**config.mk**
```make
export PLATFORM = sky130hd
export DESIGN_NAME = crc_rr_sched
export DESIGN_NICKNAME = d
export VERILOG_FILES = /design/src/rtl/crc_rr_sched.sv
export SDC_FILE = /design/constraint.sdc
export NUM_CORES = 1
export LEC_CHECK = 0
export ABC_CLOCK_PERIOD_IN_PS = 1800
export CAP_MARGIN = 20
export CORE_ASPECT_RATIO = 1.4
export CORE_MARGIN = 2
export CORE_UTILIZATION = 44
export DETAILED_ROUTE_END_ITERATION = 10
export GPL_TIMING_DRIVEN = 0
export PLACE_DENSITY = 0.84
export SKIP_LAST_GASP = 1
export SLEW_MARGIN = 5
export SYNTH_ARGS = -nofsm -noshare
export SYNTH_HDL_FRONTEND = slang
export SYNTH_SLANG_ARGS = --single-unit
```
**constraint.sdc**
```tcl
create_clock -name i_clk -period 1.8 [get_ports i_clk]
set_clock_uncertainty 0.15 [all_clocks]
set_input_delay 0.36 -clock i_clk [delete_from_list [all_inputs] [get_ports i_clk]]
set_output_delay 0.36 -clock i_clk [all_outputs]
set_load 0.05 [all_outputs]
```
**src/rtl/crc_rr_sched.sv**
```systemverilog
// Round-robin arbiter sharing one multi-cycle CRC engine between NUM_REQ requesters.
// Each accepted word is issued to the engine and its remainder returned on a valid/ready port.
//
// state   | meaning
// S_IDLE  | searching for the next requester in round-robin order
// S_ISSUE | one-cycle engine start pulse with latched data
// S_WAIT  | waiting for engine done, timeout down-counter running
// S_RESP  | result held until consumer takes it
module crc_rr_sched #(
  parameter int NUM_REQ = 4,
  parameter int ID_W    = 2,
  parameter int DATA_W  = 3,
  parameter int CRC_W   = 4,
  parameter int TIMEOUT = 16
) (
  input  logic                      i_clk,
  input  logic                      i_rst,
  input  logic [NUM_REQ-1:0]        i_req_valid,
  input  logic [NUM_REQ*DATA_W-1:0] i_req_data,
  output logic [NUM_REQ-1:0]        o_req_ready,
  output logic                      o_eng_start,
  output logic [DATA_W-1:0]         o_eng_data,
  input  logic                      i_eng_done,
  input  logic [CRC_W-1:0]          i_eng_crc,
  output logic                      o_res_valid,
  output logic [ID_W-1:0]           o_res_id,
  output logic [CRC_W-1:0]          o_res_crc,
  output logic                      o_res_err,
  input  logic                      i_res_ready
);

  localparam int CNT_W = $clog2(TIMEOUT);
  localparam logic [CNT_W-1:0] CNT_LOAD = CNT_W'(TIMEOUT - 1);

  typedef enum logic [1:0] {S_IDLE, S_ISSUE, S_WAIT, S_RESP} state_t;

  state_t            state;
  state_t            state_nxt;
  logic [ID_W-1:0]   last_grant;
  logic [ID_W-1:0]   grant;
  logic [ID_W-1:0]   cand;
  logic              any_valid;
  logic [CNT_W-1:0]  cnt;

  // Search starts one past the last grant so every requester gets a turn.
  always_comb begin
    grant     = '0;
    cand      = '0;
    any_valid = 1'b0;
    for (int i = 1; i <= NUM_REQ; i++) begin
      cand = ID_W'((int'(last_grant) + i) % NUM_REQ);
      if (!any_valid && i_req_valid[cand]) begin
        any_valid = 1'b1;
        grant     = cand;
      end
    end
  end

  always_comb begin
    o_req_ready = '0;
    if (state == S_IDLE && any_valid) o_req_ready[grant] = 1'b1;
  end

  assign o_eng_start = (state == S_ISSUE);

  always_comb begin
    state_nxt = state;
    case (state)
      S_IDLE:  if (any_valid) state_nxt = S_ISSUE;
      S_ISSUE: state_nxt = S_WAIT;
      S_WAIT:  if (i_eng_done || cnt == '0) state_nxt = S_RESP;
      S_RESP:  if (i_res_ready) state_nxt = S_IDLE;
      default: state_nxt = S_IDLE;
    endcase
  end

  always_ff @(posedge i_clk) begin
    if (i_rst) begin
      state       <= S_IDLE;
      last_grant  <= ID_W'(NUM_REQ - 1);
      cnt         <= '0;
      o_eng_data  <= '0;
      o_res_id    <= '0;
      o_res_crc   <= '0;
      o_res_err   <= 1'b0;
      o_res_valid <= 1'b0;
    end else begin
      state <= state_nxt;
      case (state)
        S_IDLE: begin
          if (any_valid) begin
            o_eng_data <= i_req_data[grant*DATA_W +: DATA_W];
            o_res_id   <= grant;
            last_grant <= grant;
          end
        end
        S_ISSUE: cnt <= CNT_LOAD;
        S_WAIT: begin
          // Done takes priority over a coincident timeout.
          if (i_eng_done) begin
            o_res_crc   <= i_eng_crc;
            o_res_err   <= 1'b0;
            o_res_valid <= 1'b1;
          end else if (cnt == '0) begin
            o_res_crc   <= '0;
            o_res_err   <= 1'b1;
            o_res_valid <= 1'b1;
          end else begin
            cnt <= cnt - 1'b1;
          end
        end
        S_RESP: begin
          if (i_res_ready) begin
            o_res_valid <= 1'b0;
            o_res_err   <= 1'b0;
          end
        end
        default: ;
      endcase
    end
  end

endmodule

```
==> results.txt <==
The flow ran to the end, but the final reports show violations. The checks that failed: setup timing. The run gives 0.0430 as the met3 capacity usage during global routing.

The analysis attributes to cell leakage a power of 0.754 nW. The worst-case IR drop observed on VDD is 827 uV. For the final wirelength, the log shows 3.28 mm. The measured slew at the worst slew-check pin is 0.521 ns.

The die is 63.5 um tall. The worst setup path is captured at a primary output. The minimum clock period is 2.18 ns.

The startpoint of the worst-slack reg-to-reg timing path was last_grant[0]$_SDFFE_PP1P_. Counting flops with a built-in enable in the synthesized netlist gives 0. The routing usage on met1 is 0.230. During I/O placement, the number of pins put on the boundary was 40. At the end of the flow, the number of nets in the layout was 214. The tools report the total iterations of the first detailed-routing run as 4.

In this design, the critical path's most frequently occurring cell is sky130_fd_sc_hd__and3_4. The count of final max-slew check failures is 0. Walking the worst path, the cells encountered are clkdlybuf4s15_1 -> and2b_2 -> o21ai_4 -> and3_4 -> and3_4 -> buf_8.

In this run the worst hold path is classified as flop to flop. Data on the critical path is required at its endpoint by 1.29 ns. The setup path with the least slack is of type primary input to primary output.

The post-route worst hold slack is 0.319 ns, and the global-route total usage across every layer is 0.231. The tools report the sequential-to-total area share from yosys stat as 0.342. Routing layer with the top usage in global route: met2. After global routing the overflow that remains totals 0. The average wire length per cell after detail routing is 15.1 um, and the die width is 46.5 um. Once detailed placement completed, the half-perimeter wirelength came to 2.28 mm. The tools report the wire length of the first global-routing pass as 5.18 mm.

The clock reaches the later pin of the worst-skew pair after 0.30 ns. The core occupancy in the finished layout is 0.745, and the flip-flop and latch count after synthesis is 19. The starting utilization of the core area was 0.466; the via count of the first global-routing pass was 1181. The final worst-path setup slack is -0.380 ns. The quantity of I/O buffers inserted on ports came out at 39.

The tools report the max capacitance violation total as 0. In this run the remaining antenna-violating nets after routing total 0. At the end of routability-driven placement, the weighted congestion stood at 0.900.

Clock-pin slew was measured on the worst setup and hold paths at 0.10 ns. The region available for standard cell placement spans 0.00239 mm2. Power spread over the standard cell area amounts to 1640 mW/mm2. The post-synthesis net count came out at 158. Setup repair after global routing could not meet its margin everywhere. Setup violations remaining at the end of the flow were counted as 6. After synthesis, the netlist uses 41 different library cells. The share of synthesized flip-flops with an asynchronous set or reset works out to 0. The worst hold path begins at o_res_id[1]$_SDFFE_PP0P_.

The clock sink total came out at 19. The tools report the worst slack after detailed placement as -1.26 ns. Based on the critical path, the design can be clocked at up to 459 MHz.

Averaged over all synthesized cells, the footprint is 8.70 um2. The routed layout has 1177 vias. For this run, the slowest stage of the critical path takes 0.29 ns.

The tools report the maximum level of the CTS H-tree as 1. Summing every instance area after synthesis gives 0.00111 mm2. The met2 track utilization from global routing came out at 0.441. In this run, CTS created clock tree buffers numbering 3. Startpoint of the most critical setup path: i_req_valid[3].

The tools report the antenna cell count as 0. The mean number of vias per cell is 5.42, and the area added between synthesis and finish is 60.0%. Of all nets on the critical path, the largest fanout is 5. The run gives 0 as the count of final hold-check violations. For the worst setup path, the data arrival time is 1.67 ns. The floorplan has 21 rows. For the initial antenna violation count, the log shows 0. After the first detailed-routing iteration, the DRC count stood at 22. The critical-path cell with the highest stage delay is sky130_fd_sc_hd__and2b_2. The final worst-path cycle share is 1.21, and the gate count of the mapped netlist is 128.

The share of layout cells above drive strength 1 works out to 0.284. The maximum number of buffers from clock root to sink came out at 2. For the pin count of the biggest net entering global routing, the log shows 11.

TritonCTS built the clock tree. The tools report the library cell used as clock root buffer as sky130_fd_sc_hd__clkbuf_4. The floorplan step defined a die boundary enclosing 0.00295 mm2. STA classifies the critical path startpoint as a primary input. Max-slew headroom at the worst pin: 0.654.

Power comes to 0.00293 W. For this run, the number of Yosys warnings is 0. The run gives 0 as the final routed DRC violation total. The most common flop cell mapped by yosys was sky130_fd_sc_hd__dfxtp_1.
## layout by cell type (no fill, tap or decap), types with 3 or more instances in the layout
master	n
sky130_fd_sc_hd__a211oi_1	3
sky130_fd_sc_hd__a21oi_1	8
sky130_fd_sc_hd__a32oi_1	4
sky130_fd_sc_hd__and3_1	3
sky130_fd_sc_hd__buf_4	11
sky130_fd_sc_hd__buf_6	3
sky130_fd_sc_hd__buf_8	3
sky130_fd_sc_hd__clkbuf_4	3
sky130_fd_sc_hd__clkdlybuf4s50_1	19
sky130_fd_sc_hd__dfxtp_1	13
sky130_fd_sc_hd__dfxtp_2	6
sky130_fd_sc_hd__dlygate4sd2_1	14
sky130_fd_sc_hd__ha_1	5
sky130_fd_sc_hd__inv_1	4
sky130_fd_sc_hd__mux2i_1	5
sky130_fd_sc_hd__nand2_1	7
sky130_fd_sc_hd__nand2b_1	3
sky130_fd_sc_hd__nor2_1	12
sky130_fd_sc_hd__nor3_1	4
sky130_fd_sc_hd__o21ai_0	4
## routing by layer
metal | share of wire | vias to the layer above
met5 | 0 | -
met1 | 0.36 | 543
met2 | 0.57 | 43
met3 | 0.058 | 6
met4 | 0.013 | 0
li1 | - | 585
## worst paths after layout
path / endpoint / slack (ns) / cells past startpoint
max: o_req_ready[0] / -0.38 / 6
min: o_res_id[1]$_SDFFE_PP0P_ / 0.32 / 2
max reg2reg: o_eng_data[0]$_SDFFE_PP0P_ / -0.05 / 7
min reg2reg: o_res_id[1]$_SDFFE_PP0P_ / 0.32 / 2
## worst max-delay path: cells and delay by family
family | cells | cell delay, ns
AOI/OAI and AO/OA | 1 | 0.22
buffers and inverters | 2 | 0.42
and+or+nand+nor | 3 | 0.67
## area by class of cell
type                            instances  area, um2
Clock buffer                            4       26.3
Sequential cell                        19        388
Timing Repair Buffer                   52        489
Fill cell                             164        609
Multi-Input combinational cell         99        800
Tap cell                               34       42.5
Buffer                                  3       13.8
Inverter                                6       22.5
## report_power, final
part | leakage [nW] | internal, W | total, W | switching (W)
Combinational | 0.582 | 0.000846 | 0.00197 | 0.00113
Clock | 0.0150 | 0.0000864 | 0.000213 | 0.000127
Sequential | 0.157 | 0.000589 | 0.000740 | 0.000151
## state kept, by name, summed over array words and instances, names as in the netlist
signal / flops
cnt: 4
o_res_crc: 4
o_eng_data: 3
last_grant: 2
o_res_id: 2
state: 2
o_res_err: 1
o_res_valid: 1
## cell usage after synthesis, drive strengths merged, types with 4 or more instances
master	count	area [um2]
ha	6	75.1
nor3	4	20.0
mux2i	5	50.1
nand2b	4	27.5
a21oi	9	48.8
dfxtp	19	380
and3	5	36.3
o21ai	9	48.8
nor2	13	48.8
nand2	8	32.5
a32oi	4	35.0
inv	6	22.5
## cells by family after synthesis
kind of cell | after synthesis | synth area share
flip-flops | 19 | 0.342
AND/OR/NAND/NOR | 49 | 0.240
AO/OA/AOI/OAI | 37 | 0.245
buffers and inverters | 10 | 0.0404
multiplexers | 7 | 0.0652
adder cells (fa/ha/maj) | 6 | 0.0674
## metrics by stage
stage	TNS, ns	area (um2)	cells
after floorplan	-0.0674	1130	128
after global placement	-9.43	1570	201
after detailed placement	-10.35	1570	201
after CTS	-1.08	1720	213
after global routing	-1.90	1780	217
final	-1.52	1780	217
## what timing repair did
item | in CTS | in global routing
hold buffers | 0 | 0
gates resized for setup | 65 | 17
setup endpoints to repair | 24 | 13
pin swaps | 9 | 5
setup buffers | 9 | 4
gates cloned | 0 | 0
No activity file was read; power rests on OpenSTA's default activity.
